$ cat config.mk
export PLATFORM = sky130hd
export DESIGN_NAME = pipe_skid_stage
export DESIGN_NICKNAME = d
export VERILOG_FILES = /design/src/rtl/pipe_skid_stage_pkg.sv /design/src/rtl/pipe_skid_stage_entry_reg.sv /design/src/rtl/pipe_skid_stage.sv
export SDC_FILE = /design/constraint.sdc
export NUM_CORES = 1
export LEC_CHECK = 0
export BUFFER_PORTS_ARGS = -buffer_cell sky130_fd_sc_hd__buf_2
export CORE_MARGIN = 8
export CORE_UTILIZATION = 41
export CTS_BUF_LIST = sky130_fd_sc_hd__clkbuf_8
export DETAILED_ROUTE_END_ITERATION = 12
export PLACE_DENSITY = 0.62
export SLEW_MARGIN = 25
export SYNTH_ARGS = -nofsm -noshare
export SYNTH_HDL_FRONTEND = slang
export SYNTH_SLANG_ARGS = --single-unit
$ cat constraint.sdc
create_clock -name clk_i -period 3.6 [get_ports clk_i]
set_input_delay 0.18 -clock clk_i [delete_from_list [all_inputs] [get_ports clk_i]]
set_output_delay 0.18 -clock clk_i [all_outputs]
set_load 0.05 [all_outputs]
$ cat src/rtl/pipe_skid_stage_pkg.sv
// Shared pipeline definitions: default payload widths, the beat record and an
// occupancy helper used by the skid stage.
package pipe_skid_stage_pkg;

   localparam int unsigned DATA_W_DEF = 32;
   localparam int unsigned CTRL_W_DEF = 4;
   localparam int unsigned OCC_W      = 2;

   typedef struct packed {
      logic [DATA_W_DEF-1:0] data;
      logic [CTRL_W_DEF-1:0] ctrl;
   } beat_t;

   function automatic logic [OCC_W-1:0] occ_count(input logic a, input logic b);
      return OCC_W'(a) + OCC_W'(b);
   endfunction

endpackage

$ cat src/rtl/pipe_skid_stage_entry_reg.sv
// One pipeline entry: valid flag plus payload. Clear wins over load, and the
// payload is kept on clear so the head data holds its last value.
module pipe_entry_reg
   import pipe_skid_stage_pkg::*;
#(
   parameter int unsigned W = DATA_W_DEF + CTRL_W_DEF
) (
   input  logic         clk_i,
   input  logic         rst_i,
   input  logic         load_i,
   input  logic         clear_i,
   input  logic [W-1:0] d_i,
   output logic         valid_o,
   output logic [W-1:0] q_o
);

   logic         valid_q, valid_d;
   logic [W-1:0] data_q, data_d;

   always_comb begin
      valid_d = valid_q;
      data_d  = data_q;
      if (clear_i) begin
         valid_d = 1'b0;
      end else if (load_i) begin
         valid_d = 1'b1;
         data_d  = d_i;
      end
   end

   always_ff @(posedge clk_i or negedge rst_i) begin
      if (!rst_i) begin
         valid_q <= 1'b0;
         data_q  <= '0;
      end else begin
         valid_q <= valid_d;
         data_q  <= data_d;
      end
   end

   assign valid_o = valid_q;
   assign q_o     = data_q;

endmodule

$ cat src/rtl/pipe_skid_stage.sv
// Two-entry skid stage (main head + skid) with stall/flush control and a
// saturating count of flushes that discarded held beats.
module pipe_skid_stage
   import pipe_skid_stage_pkg::*;
#(
   parameter int unsigned DATA_W = DATA_W_DEF,
   parameter int unsigned CTRL_W = CTRL_W_DEF,
   parameter int unsigned CNT_W  = 16
) (
   input  logic              clk_i,
   input  logic              rst_i,
   input  logic              flush_i,
   input  logic              stall_i,
   input  logic              in_valid_i,
   output logic              in_ready_o,
   input  logic [DATA_W-1:0] in_data_i,
   input  logic [CTRL_W-1:0] in_ctrl_i,
   output logic              out_valid_o,
   input  logic              out_ready_i,
   output logic [DATA_W-1:0] out_data_o,
   output logic [CTRL_W-1:0] out_ctrl_o,
   output logic [OCC_W-1:0]  occupancy_o,
   output logic [CNT_W-1:0]  flush_cnt_o
);

   localparam int unsigned BEAT_W = DATA_W + CTRL_W;

   logic              main_v, skid_v;
   logic [BEAT_W-1:0] main_q, skid_q, main_d, in_beat;
   logic              push, pop, flush_eff;
   logic              main_load, main_clr, skid_load, skid_clr;
   logic [CNT_W-1:0]  flush_cnt_q, flush_cnt_d;

   assign in_beat = {in_data_i, in_ctrl_i};

   // Handshakes only look at registered valids and stall, never out_ready_i for in_ready_o.
   always_comb begin
      flush_eff   = flush_i && !stall_i;
      in_ready_o  = !skid_v && !stall_i;
      out_valid_o = main_v && !stall_i;
      push        = in_valid_i && in_ready_o && !flush_i;
      pop         = out_valid_o && out_ready_i && !flush_i;

      main_d      = (pop && skid_v) ? skid_q : in_beat;
      main_clr    = flush_eff || (pop && !skid_v && !push);
      main_load   = (pop && (skid_v || push)) || (push && !main_v);
      skid_clr    = flush_eff || (pop && skid_v);
      skid_load   = push && main_v && !pop;

      flush_cnt_d = flush_cnt_q;
      if (flush_eff && (main_v || skid_v) && (flush_cnt_q != '1)) begin
         flush_cnt_d = flush_cnt_q + CNT_W'(1);
      end
   end

   always_ff @(posedge clk_i or negedge rst_i) begin
      if (!rst_i) begin
         flush_cnt_q <= '0;
      end else begin
         flush_cnt_q <= flush_cnt_d;
      end
   end

   pipe_entry_reg #(.W(BEAT_W)) u_main (
      .clk_i   (clk_i),
      .rst_i   (rst_i),
      .load_i  (main_load),
      .clear_i (main_clr),
      .d_i     (main_d),
      .valid_o (main_v),
      .q_o     (main_q)
   );

   pipe_entry_reg #(.W(BEAT_W)) u_skid (
      .clk_i   (clk_i),
      .rst_i   (rst_i),
      .load_i  (skid_load),
      .clear_i (skid_clr),
      .d_i     (in_beat),
      .valid_o (skid_v),
      .q_o     (skid_q)
   );

   assign out_data_o  = main_q[BEAT_W-1 -: DATA_W];
   assign out_ctrl_o  = out_valid_o ? main_q[CTRL_W-1:0] : '0;
   assign occupancy_o = occ_count(main_v, skid_v);
   assign flush_cnt_o = flush_cnt_q;

endmodule

# Yosys cells after proc, flatten, opt, wreduce, memory -nomap -nowiden
# Cells that the tools add are included.
# classes
n_addsub	2
multipliers	0
div	0
n_lt_le_gt_ge	0
n_eq_ne	1
shift	0
mux	6
bitwise	2
reduce_logical	31
# ops
cell	count
$mux 36	1
$add 16x1->16 const B	1
$logic_and 1x1->1	16
$ne 16x16->1 const B	1
$logic_not 1->1	6
$logic_or 1x1->1	5
$mux 1	4
$mux 4	1
$reduce_and 2->1	2
$reduce_bool 2->1	2
$add 1x1->2	1
$not 1->1	2
# word_totals
ff_bits	90
latch_bits	0
ramBits	0
romBits	0
in_bits	42
out_inout_bits	56
word_cells	47
memories	0

# Logic depth before layout (Yosys ltp)
# Gate-level depths: netlist of run 1.
# depth
ltp_word	9
mapped_depth	7
ltp_nobuf	5

# Modules after synthesis
# A second synthesis of run 1 with hierarchy kept.
# hier_totals
hier_cells	294
hier_area_um2	4468.0
# by_module_without_submodules
mod	instances	cells_each	area_per_inst_um2	seq_area_each_um2
pipe_entry_reg	2	80	1545.2	925.9
pipe_skid_stage	1	134	1377.6	400.4

# Least setup slack after synthesis of run 1
# OpenSTA, ideal clock, no wires.
# synth_path
path_type	register to register
start	reg u_skid.valid_q (netlist: u_skid.valid_o)
end	reg u_skid.data_q[17] (netlist: u_skid.q_o[17])
setup_ns	0.127
arrival_time_ns	2.212
t_required_ns	3.473
slack_ns	1.260
stages_incl_launch_ff	7
path_buffers	2
synth_period_minus_slack_ns	2.340
path_cell_list	dfrtp_1 -> nor2_1 -> nand3b_1 -> or3_1 -> buf_4 -> buf_6 -> mux2_1
# synth_via
elab_chain_cells	7
word_cells_on_any_way	10
cone_classes	bitwise (1); reduce/logical (9)
# synth_rtl
item	line_no	source
from (decl)	pipe_skid_stage_entry_reg.sv:17	logic valid_q, valid_d;
from (signal assigned)	pipe_skid_stage_entry_reg.sv:36	valid_q <= valid_d;
$logic_not 1->1	pipe_skid_stage.sv:39	in_ready_o = !skid_v && !stall_i;
$logic_and 1x1->1	pipe_skid_stage.sv:39	
via in_ready_o	pipe_skid_stage.sv:15	output logic in_ready_o,
$logic_and 1x1->1 (2 in series)	pipe_skid_stage.sv:41	push = in_valid_i && in_ready_o && !flush_i;
$logic_and 1x1->1 (2 in series)	pipe_skid_stage.sv:48	skid_load = push && main_v && !pop;
$reduce_and 2->1 (no line)	n/a	
to (signal assigned)	pipe_skid_stage_entry_reg.sv:37	data_q <= data_d;
to (decl)	pipe_skid_stage_entry_reg.sv:18	logic [W-1:0] data_q, data_d;
# The timed path passes the listed nets, and every way through them passes these cells.
# A chain may end at the register's enable or synchronous reset.

# Final worst setup path of run 1
# layout_path
start	reg flush_cnt_q[0] (netlist: flush_cnt_o[0])
end	reg flush_cnt_q[1] (netlist: flush_cnt_o[1])
# layout_via
elab_chain_cells	2
word_cells_on_any_way	3
cone_classes	add/sub (1); eq/ne (1); reduce/logical (1)
# layout_rtl
item	line_no	source
from (decl)	pipe_skid_stage.sv:32	logic [CNT_W-1:0] flush_cnt_q, flush_cnt_d;
from (signal assigned)	pipe_skid_stage.sv:60	flush_cnt_q <= flush_cnt_d;
parallel branches: the longest is 2 deep, another holds $add 16x1->16	n/a	
# Several ways; the timed one is not identified.

==> results of run 1 <==
stage by stage:
step | instance area (um2) | hold WS (ns) | setup WS [ns]
6_report | 4800 | 0.0561 | 1.39
5_1_grt | 4800 | 0.0359 | 1.24
4_1_cts | 4800 | 0.0359 | 1.38
3_5_place_dp | 4610 | 0.364 | 1.39
3_3_place_gp | 4590 | 0.357 | 1.49
2_1_floorplan | 4260 | -0.116 | 1.26
per-layer routing:
| layer | track usage (%) | share of wire [%] | vias up |
|---|---|---|---|
| met1 | 15.3 | 44 | 1336 |
| met4 | 5.12 | 1.6 | 2 |
| met5 | 0 | 0.16 | - |
| li1 | - | - | 1343 |
| met3 | 4.80 | 7.4 | 15 |
| met2 | 20.2 | 47 | 67 |
flip-flops by register name, indices dropped and copies added, names as in the netlist:
name and count:
u_main.q_o 36, u_skid.q_o 36, flush_cnt_o 16, u_main.valid_o 1, u_skid.valid_o 1
worst register-to-register path, stage by stage (launching register included):
cell     delay [ns]
dfrtp_1        0.41
ha_1           0.22
nand4_1        0.12
nor4_2         0.71
buf_4          0.27
nor2_1         0.07
mux2_2         0.29
area by class of cell:
| cell class | count | area [um2] |
|---|---|---|
| fillers | 990 | 5380 |
| flip-flops and latches | 90 | 2250 |
| multi-input cells | 219 | 1630 |
| repair buffers | 103 | 548 |
| well taps | 136 | 170 |
| clock buffers | 9 | 124 |
| clock inverters | 6 | 65.1 |
| inverters | 3 | 11.3 |
cells in the final DEF (no fill, tap or decap), drive strengths merged, types with 2 or more instances in the layout:
master and n:
inv 5, xor2 14, clkbuf 9, ha 3, nor4 7, nand3 2
mux2i 37, and2 5, mux2 38, nor3b 2, and3 3, buf 102
nor3 6, clkinv 2, dfrtp 90, nand4 6, o21ai 38, nor2 2
nand2 47
path summary, 6_finish.rpt:
kind	depth (start not counted)	startpoint	endpoint	slack, ns
setup / recovery	6	flush_cnt_o[0]	flush_cnt_o[1]	1.39
hold / removal	2	in_data_i[19]	u_skid.q_o[23]	0.06
setup reg to reg	6	flush_cnt_o[0]	flush_cnt_o[1]	1.39
hold reg to reg	2	u_main.q_o[29]	u_main.q_o[29]	0.47
max in group asynchronous	3	rst_i	u_skid.q_o[33]	2.25
min in group asynchronous	2	rst_i	u_main.q_o[18]	0.49
logic make-up (layout without fill, tap and decap cells):
| family | Yosys count | after routing |
|---|---|---|
| AND/OR/NAND/NOR | 86 | 86 |
| XOR/XNOR | 14 | 14 |
| multiplexers | 75 | 75 |
| adder cells (fa/ha/maj) | 3 | 3 |
| buffers and inverters | 54 | 121 |
| flip-flops | 90 | 90 |
| AO/OA/AOI/OAI | 41 | 41 |
power groups by stage:
stage / sequential [mW] / clock, mW / combinational, mW
after global placement: 1.45 / 0 / 1.06
final: 1.45 / 0.678 / 1.06
after global routing: 1.49 / 0.747 / 1.14
after CTS: 1.45 / 0.701 / 1.08
after floorplan: 1.53 / 0 / 0.887
after detailed placement: 1.47 / 0 / 1.08
==> results.json, run 1 <==
{
  "status": "finished, final reports clean",
  "internal-power_mw": 1.91,
  "worst_slew_pin_slew_ns": 0.891,
  "hp-class": "input pin to register",
  "critPathKind": "register to register",
  "place.gp.congestion": 0.814,
  "switching_share_pct": 40.1,
  "p_switching_mw": 1.28,
  "wl_per_cell_um": 14.8,
  "power_mw": 3.19,
  "p_seq_share_pct": 45.5,
  "synth-xor-area-share_pct": 2.88,
  "yosys_most_used_dff": "dfrtp_1",
  "cts_tree": "built",
  "ys_ff_latch": 90,
  "die_w_um": 118,
  "tns_ns": 0,
  "htreeDepth": 3,
  "postSynthCellCount": 363,
  "syn_avg_cell_area_um2": 11.7,
  "comb_power_share_pct": 33.3,
  "gr-total-overflow": 0,
  "core_mm2": 0.0102,
  "io_pins": 98,
  "diodes": 0,
  "drive_gt1_share_pct": 36.0,
  "rsz0062_at_grt": "no",
  "synth-simple-area-share_pct": 10.5,
  "dieArea_mm2": 0.0139,
  "cts.sinks": 90,
  "power.density_mw_per_mm2": 664,
  "worstPathCellList": "ha_1, nand4_1, nor4_2, buf_4, nor2_1, mux2_2",
  "io_buffers": 97,
  "cts_max_path_buffers": 2,
  "cts_made_buffers": 9,
  "skew_ns": 0.0149,
  "max_slew_margin_pct": 40.6,
  "grt_pass1_vias": 2975,
  "critPathTopFamily": "simple AND/OR/NAND/NOR gates",
  "clkTransAtPathRegs_ns": 0.10,
  "vias": 2763,
  "synth_compound_area_share_pct": 5.05,
  "viasPerCell": 4.88,
  "synth_edf_count": 0,
  "drv_cap": 0,
  "syn_to_final_growth_pct": 12.8,
  "async_flop_share_pct": 100,
  "synth_fa_ha_area_share_pct": 0.881,
  "synth_top_family_by_area": "multiplexers",
  "cp.buffers_inverters": 1,
  "crit_fanout": 8,
  "fmax_mhz": 452,
  "power.clock.fraction_pct": 21.3,
  "synth_area_leader_cell": "dfrtp_1",
  "nets": 471,
  "crit_slowest_cell": "nor4_2",
  "die_height_um": 118,
  "grt_use_total_pct": 12.7,
  "critPathArrivalTime_ns": 2.44,
  "ys_seq_area_share_pct": 52.9,
  "ys_top_cells_by_area": "dfrtp_1 53%, mux2i_1 8.7%, mux2_2 8.2%",
  "yosysUniqueCellTypes": 32,
  "ir_worst_vdd_mv": 0.309,
  "grt_max_degree": 72,
  "clkLatencyLatePin_ns": 0.34,
  "final_util_pct": 47.2,
  "synth.net_count": 408,
  "routed_wl_mm": 8.37,
  "max_stage_delay_ns": 0.71,
  "hold_viol": 0,
  "antenna_found_initial": 1,
  "min_period_over_period_pct": 61.4,
  "start_kind": "register",
  "cp.required_ns": 3.83,
  "drtAntennaViolNets": 0,
  "first_iter_violations": 144,
  "yosysWarnings": 0,
  "synth_top_area_share_pct": 52.9,
  "synthMuxAreaShare_pct": 18.7,
  "rows": 37,
  "leakage_nw": 2.32,
  "firstDrtPassIters": 4,
  "start_util_pct": 41.8,
  "final-setup-viol-count": 0,
  "dp_hpwl_mm": 6.02,
  "postCtsHoldBufs": 1,
  "crit_path_end_kind": "register",
  "min_period_ns": 2.21,
  "synth_common_cells": "90 x dfrtp_1, 47 x nand2_1, 37 x mux2i_1",
  "cts_resized": 0,
  "maxSlewViolCount": 0,
  "postCtsSetupBuffers": 0,
  "post-synth-top-count-cell": "dfrtp_1",
  "syn_area_mm2": 0.00426,
  "instances_no_fill": 566,
  "numPlacedInstances": 550,
  "drc": 0,
  "grt_pass1_wl_mm": 14.7,
  "cts_root_buf": "clkbuf_8"
}
Note: power is estimated with default switching activity, not from simulation.
==> inputs of run 2 (changes only) <==
==> constraint.sdc (replaced) <==
create_clock -name clk_i -period 2.3 [get_ports clk_i]
set_input_delay 0.115 -clock clk_i [delete_from_list [all_inputs] [get_ports clk_i]]
set_output_delay 0.115 -clock clk_i [all_outputs]
set_load 0.05 [all_outputs]
==> run 2 against run 1 <==
Net effect:
- sequential cell count unchanged
- clock-buffer cell count grew 1
- clock power up 78%
- critical path type unchanged
- largest cell class unchanged
==> results.json, run 2 (synthesized netlist as in run 1, its figures left out) <==
{
  "start_kind": "register",
  "clkLatencyLatePin_ns": 0.35,
  "clkTransAtPathRegs_ns": 0.09,
  "crit_fanout": 12,
  "crit_path_end_kind": "register",
  "instances_no_fill": 591,
  "gr-total-overflow": 0,
  "rsz0062_at_grt": "no",
  "cts_root_buf": "clkbuf_8",
  "vias": 2800,
  "final-setup-viol-count": 0,
  "core_mm2": 0.0102,
  "layout_commonest_cell": "buf_2",
  "grt_pass1_vias": 3027,
  "min_period_ns": 2.09,
  "io_pins": 98,
  "grt_max_degree": 73,
  "dp_hpwl_mm": 5.80,
  "worst_slew_pin_slew_ns": 0.666,
  "status": "finished, final reports clean",
  "first_iter_violations": 98,
  "hp-class": "input pin to register",
  "viasPerCell": 4.74,
  "diodes": 0,
  "antenna_found_initial": 0,
  "drive_gt1_share_pct": 34.9,
  "fin_area_mm2": 0.00509,
  "routed_wl_mm": 8.50,
  "cts.sinks": 90,
  "layout_common_cells": "96 x buf_2, 90 x dfrtp_1, 47 x nand2_1, 37 x mux2i_1, 31 x mux2_2",
  "nets": 495,
  "firstDrtPassIters": 4,
  "hold_viol": 0,
  "critPathArrivalTime_ns": 2.36,
  "drtAntennaViolNets": 0,
  "fmax_mhz": 479,
  "cp.buffers_inverters": 2,
  "power.density_mw_per_mm2": 1020,
  "critPathTopFamily": "simple AND/OR/NAND/NOR gates",
  "placed_area_mm2": 0.00464,
  "leakage_nw": 2.44,
  "grt_use_total_pct": 12.8,
  "die_height_um": 118,
  "ir_worst_vdd_mv": 0.655,
  "numPlacedInstances": 552,
  "max_slew_margin_pct": 55.6,
  "start_util_pct": 41.8,
  "cp.required_ns": 2.58,
  "critPathKind": "register to register",
  "rows": 37,
  "drc": 0,
  "cts_made_buffers": 9,
  "crit_slowest_cell": "or3b_1",
  "wl_per_cell_um": 14.4,
  "worst_hold_slack_ns": 0.0218,
  "grt_pass1_wl_mm": 14.6,
  "syn_to_final_growth_pct": 19.5,
  "dieArea_mm2": 0.0139,
  "place.gp.congestion": 0.857,
  "io_buffers": 97,
  "tns_ns": 0,
  "maxSlewViolCount": 0,
  "cts_tree": "built",
  "die_w_um": 118,
  "max_stage_delay_ns": 0.56,
  "drv_cap": 0,
  "min_period_over_period_pct": 90.7,
  "skew_ns": 0.0121,
  "cts_max_path_buffers": 2,
  "worstPathCellList": "inv_1, ha_1, or3b_1, buf_4, nor3b_1, xor2_1",
  "htreeDepth": 3
}
## run 2: cell count changes in the layout (fill, tap and decap cells not counted), sizes merged
| cell | change |
|---|---|
| buf | +2 |
| bufinv | +1 |
| clkbuf | +1 |
| clkinvlp | -1 |
| dlygate4sd3 | +22 |
## run 2: timing repair
| action | CTS | global route |
|---|---|---|
| hold buffers | 23 | 0 |
| endpoints found under the hold margin | 63 | 0 |
| gates resized for setup | 0 | 0 |
| buffers inserted | 0 | 0 |
## run 2: metal layers
layer	share of wire [%]	global-route usage, %	vias up
li1	-	-	1389
met1	45	15.0	1331
met2	47	21.2	70
met3	6.2	4.36	10
met4	1.5	4.56	0
met5	0	0	-
## run 2: worst paths after layout
| kind | startpoint | to | slack (ns) | cells after the start |
|---|---|---|---|---|
| max in group asynchronous | rst_i | u_skid.q_o[19] | 1.32 | 3 |
| setup reg to reg | u_skid.valid_o | flush_cnt_o[3] | 0.21 | 6 |
| min in group asynchronous | rst_i | u_main.q_o[17] | 0.28 | 2 |
| hold / removal | in_data_i[3] | u_skid.q_o[7] | 0.02 | 2 |
| setup / recovery | u_skid.valid_o | flush_cnt_o[3] | 0.21 | 6 |
| hold reg to reg | u_main.q_o[35] | u_main.q_o[35] | 0.48 | 2 |
## run 2: power breakdown
group | internal, mW | total, mW | switching (mW)
Clock | 0.646 | 1.21 | 0.560
Combinational | 0.496 | 1.69 | 1.20
Sequential | 2.02 | 2.27 | 0.253
## run 2: area by class of cell
| type | count | area [um2] |
|---|---|---|
| fillers | 980 | 5090 |
| clock buffers | 10 | 138 |
| multi-input cells | 219 | 1640 |
| clock inverters | 6 | 87.6 |
| well taps | 136 | 170 |
| flip-flops and latches | 90 | 2250 |
| repair buffers | 127 | 796 |
| inverters | 3 | 11.3 |
## run 2: metrics by stage
stage,total power [mW],setup WS [ns],util (%)
after floorplan,3.79,0.198,-
after global placement,3.94,0.263,45.5
after detailed placement,4.00,0.192,45.5
after CTS,5.25,0.188,50.0
after global routing,5.48,0.0408,50.0
final,5.17,0.214,50.0
